### src/rtl/dl_piso_pkg.sv
// rtl/dl_piso_pkg.sv - shared types for the dl_piso serializer
package dl_piso_pkg;

  typedef enum logic [1:0] {
    IDLE  = 2'd0,
    SHIFT = 2'd1
  } piso_state_t;

endpackage

### src/rtl/dl_counter.sv
// rtl/dl_counter.sv - clear/enable up-counter; clear has priority over enable
module dl_counter #(
  parameter int W = 3
) (
  input  logic         clk,
  input  logic         rst,
  input  logic         clr_i,
  input  logic         en_i,
  output logic [W-1:0] cnt_o
);

  logic [W-1:0] cnt_q, cnt_d;

  always_comb begin
    cnt_d = cnt_q;
    if (clr_i) begin
      cnt_d = '0;
    end else if (en_i) begin
      cnt_d = cnt_q + W'(1);
    end
  end

  always_ff @(posedge clk) begin
    if (rst) begin
      cnt_q <= '0;
    end else begin
      cnt_q <= cnt_d;
    end
  end

  assign cnt_o = cnt_q;

endmodule

### src/rtl/dl_piso.sv
// rtl/dl_piso.sv - parallel-in serial-out shifter with valid/ready on both sides
module dl_piso
  import dl_piso_pkg::*;
#(
  parameter int WIDTH     = 8,
  parameter bit LSB_FIRST = 1'b1
) (
  input  logic             clk,
  input  logic             rst,
  input  logic             in_val,
  output logic             in_rdy,
  input  logic [WIDTH-1:0] in_data,
  output logic             out_val,
  input  logic             out_rdy,
  output logic             out_bit,
  output logic             out_last
);

  localparam int CNT_W = $clog2(WIDTH);
  localparam logic [CNT_W-1:0] LAST_CNT = CNT_W'(WIDTH - 1);

  piso_state_t      state_q, state_d;
  logic [WIDTH-1:0] shreg_q, shreg_d;
  logic [CNT_W-1:0] cnt;
  logic             in_xfer;
  logic             out_xfer;

  assign out_val  = (state_q == SHIFT);
  assign out_last = out_val && (cnt == LAST_CNT);
  // Ready follows out_rdy combinationally so the next word lands on the last-bit edge.
  assign in_rdy   = (state_q == IDLE) || (out_last && out_rdy);
  assign in_xfer  = in_val && in_rdy;
  assign out_xfer = out_val && out_rdy;
  assign out_bit  = LSB_FIRST ? shreg_q[0] : shreg_q[WIDTH-1];

  always_comb begin
    state_d = state_q;
    shreg_d = shreg_q;
    if (in_xfer) begin
      state_d = SHIFT;
      shreg_d = in_data;
    end else if (out_xfer) begin
      shreg_d = LSB_FIRST ? (shreg_q >> 1) : (shreg_q << 1);
      if (out_last) begin
        state_d = IDLE;
      end
    end
  end

  always_ff @(posedge clk) begin
    if (rst) begin
      state_q <= IDLE;
      shreg_q <= '0;
    end else begin
      state_q <= state_d;
      shreg_q <= shreg_d;
    end
  end

  // Holding at WIDTH-1 after the final bit keeps cnt in range; a load clears it.
  dl_counter #(
    .W(CNT_W)
  ) u_cnt (
    .clk  (clk),
    .rst  (rst),
    .clr_i(in_xfer),
    .en_i (out_xfer && !out_last),
    .cnt_o(cnt)
  );

endmodule

### config.mk
export PLATFORM = sky130hd
export DESIGN_NAME = dl_piso
export DESIGN_NICKNAME = d
export VERILOG_FILES = /design/src/rtl/dl_piso_pkg.sv /design/src/rtl/dl_counter.sv /design/src/rtl/dl_piso.sv
export SDC_FILE = /design/constraint.sdc
export NUM_CORES = 1
export LEC_CHECK = 0
export BUFFER_PORTS_ARGS = -buffer_cell sky130_fd_sc_hd__buf_2
export CORE_UTILIZATION = 55
export CTS_CLUSTER_SIZE = 14
export DETAILED_ROUTE_END_ITERATION = 6
export GPL_TIMING_DRIVEN = 0
export PLACE_DENSITY = 0.79
export SETUP_SLACK_MARGIN = 0.15
export SYNTH_ARGS = -nofsm -noshare
export SYNTH_HDL_FRONTEND = slang
export SYNTH_SLANG_ARGS = --single-unit
export TNS_END_PERCENT = 100
### constraint.sdc
create_clock -name clk -period 2.1 [get_ports clk]
set_input_delay 0.21 -clock clk [delete_from_list [all_inputs] [get_ports clk]]
set_output_delay 0.21 -clock clk [all_outputs]
set_load 0.05 [all_outputs]
# --- Word-level counts from Yosys, hierarchy flattened ---
# Cells that the tools add are included.
op_classes:
  n_addsub: 1
  eq_ne: 1
  muxes: 5
  n_reduce_logical: 12
op_table:
  columns: ["cell", "n"]
  rows:
  - ["$mux W8", 2]
  - ["$logic_and A1 B1 Y1", 5]
  - ["$reduce_bool A2 Y1", 2]
  - ["$add A3 B1 Y3 const B", 1]
  - ["$eq A3 B3 Y1 const B", 1]
  - ["$mux W1", 3]
  - ["$logic_not A2 Y1", 1]
  - ["$reduce_and A2 Y1", 1]
  - ["$reduce_or A2 Y1", 1]
  - ["$logic_not A1 Y1", 1]
  - ["$logic_or A1 B1 Y1", 1]
word_totals:
  regBits: 12
  inputBits: 12
  wordCells: 22

# --- Longest topological paths before layout ---
depth:
  ltp_word: 7
  mapped_depth: 6
  ltp_nobuf: 6

# --- Cells and area by module ---
# From an unflattened synthesis, not the netlist that was laid out.
unflattened:
  hier_cells: 84
  area_unflattened_um2: 762.0
modules_own_cells:
  columns: ["module", "instances", "cells_each", "area_each_um2", "seq_area_each_um2"]
  rows:
  - ["dl_piso", 1, 72, 634.4, 180.2]
  - ["dl_counter", 1, 12, 127.6, 60.1]

# --- Worst setup path after synthesis ---
# OpenSTA, ideal clock, no wires.
synth_path:
  kind: "reg-to-reg"
  startpoint: "register state_q[0]"
  endpoint: "register u_cnt.cnt_q[0], in the netlist u_cnt.cnt_o[0]"
  t_arrival_ns: 1.520
  path_slack_ns: 0.507
  path_stages_with_launch: 6
  synth_period_minus_slack_ns: 1.593
  cell_sequence: "dfxtp_1 -> buf_6 -> a21boi_2 -> inv_2 -> and2_4 -> nor3_2"
synth_via:
  elab_chain_cells: 5
synth_rtl:
  columns: ["item", "line", "text"]
  rows:
  - ["start, declared", "dl_piso.sv:22", "piso_state_t state_q, state_d;"]
  - ["start signal, assigned", "dl_piso.sv:55", "state_q <= state_d;"]
  - ["$logic_and A1 B1 Y1", "dl_piso.sv:29", "assign out_last = out_val && (cnt == LAST_CNT);"]
  - ["$logic_and A1 B1 Y1", "dl_piso.sv:31", "assign in_rdy = (state_q == IDLE) || (out_last && out_rdy);"]
  - ["$logic_or A1 B1 Y1 *", "dl_piso.sv:31", null]
  - ["named net in_rdy", "dl_piso.sv:11", "output logic in_rdy,"]
  - ["$logic_and A1 B1 Y1 *", "dl_piso.sv:32", "assign in_xfer = in_val && in_rdy;"]
  - ["$reduce_or A2 Y1 (no source line) *", null, null]
  - ["end signal, assigned", "dl_counter.sv:27", "cnt_q <= cnt_d;"]
  - ["end, declared", "dl_counter.sv:12", "logic [W-1:0] cnt_q, cnt_d;"]
# The timed path passes the listed nets; every way through them passes the cells marked *.
# A chain may end at the register's enable or synchronous reset.

# --- Worst setup path after layout ---
layout_path:
  startpoint: "register u_cnt.cnt_q[0], in the netlist u_cnt.cnt_o[0]"
  endpoint: "output in_rdy"
layout_via:
  elab_chain_cells: 4
layout_rtl:
  columns: ["item", "line"]
  rows:
  - ["$eq A3 B3 Y1", "dl_piso.sv:29"]
  - ["$logic_and A1 B1 Y1", "dl_piso.sv:29"]
  - ["$logic_and A1 B1 Y1", "dl_piso.sv:31"]
  - ["$logic_or A1 B1 Y1", "dl_piso.sv:31"]
  - ["end, declared", "dl_piso.sv:11"]
# Every way passes these cells.

==> flow_summary.toml <==
[clocking]
cts_tree = "built"
cts_root_buf = "clkbuf_4"
htreeDepth = 1
cts_buffers = 3
post_cts_resized = 0
clk_pin_slew_ns = 0.07
clockBufferDepth = 2
ctsHoldBuffers = 0
post-cts-setup-buffer-count = 0
cts.sinks = 12
clock_latency_ns = 0.27

[outcome]
run_status = "completed"

[timing]
period_needed_ns = 1.73
rsz0062_at_grt = "false"
relSlewSlack_pct = 82.2
period_share_pct = 82.2
finalHoldViolCount = 0
clock_skew_ns = 0.00282
tightest_slew_ns = 0.267
fmax_ghz = 0.579
setup_ws_ns = 0.374
setup_violations = 0
timing.final.max_slew_violations = 0
setup_tns_ns = 0

[global_routing]
antenna_found_initial = 0
grt_pass1_vias = 506
grtUsageTotal_pct = 21.4
grt_pass1_wl_microns = 2080
grt_max_degree = 11
grt-ovfl-total = 0

[place]
portBuffers = 14
routabilityCongestion = 0.724
dp_hpwl_microns = 934
dp_slack_ns = 0.587

[cells_and_area]
drive_above_1_share_pct = 40.4
synthToLayoutAreaGrowth_pct = 15.3
nFillCells = 99
multi_input_area_sq_um = 445
num_antenna_cells = 0
layout.nets = 105
seqCellArea_sq_um = 240

[setup_path]
cp_max_fo = 4
worstPathArrival_ns = 1.52
worstPathRequired_ns = 1.89
endpoint_kind = "output port"
crit_type = "flop to output port"
cp-start-kind = "flop"

[routing]
routed_wl_microns = 1250
avgViaCountPerCell = 5.41
drt_iter0_drc = 12
drc = 0
via_count = 557
wire_per_inst_microns = 12.2
dr.pass1.iters = 4
ant_nets = 0

[logic_synthesis]
ys_types = 22
yosys_warnings = 0
syn_inst = 72
synth.avg_cell_area_sq_um = 10.0
syn_area_sq_um = 721
ys_ff_latch = 12
synth_fp_nets = 86
ys_seq_area_share_pct = 33.3

[floorplan]
start_util_pct = 62.3
die_y_microns = 38.2
core_sq_mm = 0.00116
ios = 16
die_w_microns = 38.2
die_area_sq_mm = 0.00146
rows = 12

[power]
leakage_uw = 0.000413
power.density_mw_per_mm2 = 620
power_uw = 515
ir_drop_uv = 506

[flow_run]
drv_cap = 0

[hold_path]
hold_class = "input port to flop"
-- cells in the mapped netlist --
master	number	area, sq um
ha_1	2	25.0
mux2_2	1	11.3
and2_4	1	8.76
and2_1	1	6.26
nand2_1	1	3.75
nand3b_1	1	7.51
o22a_1	1	8.76
a21boi_2	1	11.3
inv_2	1	3.75
nor2_1	17	63.8
nand2_4	1	11.3
or2b_1	1	7.51
buf_6	2	22.5
buf_2	1	5.00
inv_1	1	3.75
a2111oi_2	7	105
mux2i_1	9	90.1
nand2b_1	6	37.5
dfxtp_1	12	240
xor2_1	1	8.76
or2b_2	1	8.76
nor3_2	3	30.0
-- state kept, by name, summed over array words and instances (netlist names) --
| register | cells |
|---|---|
| state_q | 1 |
| shreg_q | 8 |
| u_cnt.cnt_o | 3 |
-- power breakdown --
part           total [uW]  internal, uW  switching, uW  leakage, uW
Clock                 143          66.5           76.4    0.0000138
Combinational         121          50.8           69.8     0.000300
Sequential            251           244           7.91    0.0000990
Total                 515           361            154     0.000413
-- through the flow --
stage / hold slack (ns) / util [%] / instances / cell area [sq um]
final: 0.143 / 71.9 / 103 / 831
after global routing: 0.144 / 71.9 / 103 / 831
after CTS: 0.144 / 71.9 / 103 / 831
after detailed placement: 0.432 / 69.9 / 100 / 808
after global placement: 0.420 / 69.9 / 100 / 808
after floorplan: 0.279 / - / 72 / 721
-- metal layers --
| layer | vias to the layer above | global-route usage [%] | share of wire [%] |
|---|---|---|---|
| met5 | - | 0 | 0 |
| met4 | 0 | 10.7 | 2.0 |
| met3 | 4 | 5.23 | 4.0 |
| met2 | 13 | 34.7 | 48 |
| met1 | 251 | 26.0 | 46 |
| li1 | 289 | - | - |
-- cell type report --
| class | count | area share, % |
|---|---|---|
| timing repair buffer | 14 | 8.43 |
| buffer | 3 | 3.31 |
| tap | 14 | 2.11 |
| inverter | 2 | 0.904 |
| clock buffer | 3 | 2.71 |
| sequential | 12 | 28.9 |
| multi-input combinational | 55 | 53.6 |
-- cell families after synthesis --
group | share of synthesized area, %
simple gates | 25.7
xor+xnor | 1.22
flops | 33.3
compound gates | 17.4
buf+inv | 4.86
fa+ha+maj | 3.47
mux | 14.1
-- worst paths after layout --
kind / from / end / slack (ns) / depth (start not counted)
min reg2reg: shreg_q[3]$_SDFFE_PP0P_ / shreg_q[3]$_SDFFE_PP0P_ / 0.54 / 2
max: u_cnt.cnt_o[0]$_SDFFE_PP0P_ / in_rdy / 0.37 / 5
max reg2reg: u_cnt.cnt_o[0]$_SDFFE_PP0P_ / shreg_q[5]$_SDFFE_PP0P_ / 0.59 / 5
min: rst / shreg_q[4]$_SDFFE_PP0P_ / 0.14 / 2
-- critical path, cell delays in order, from the launching register on --
cell and delay (ns):
dfxtp_1 0.32, ha_1 0.20, ha_1 0.25, a21boi_2 0.22, inv_2 0.05, buf_2 0.20
-- placed cells by master (no fill, tap or decap), types with 2 or more instances in the layout --
master	n
buf_6	2
buf_2	15
nand2b_1	6
clkbuf_4	3
nor2_1	17
ha_1	2
nor3_2	3
mux2i_1	9
dfxtp_1	12
a2111oi_2	7
Note: power is estimated with default switching activity, not from simulation.
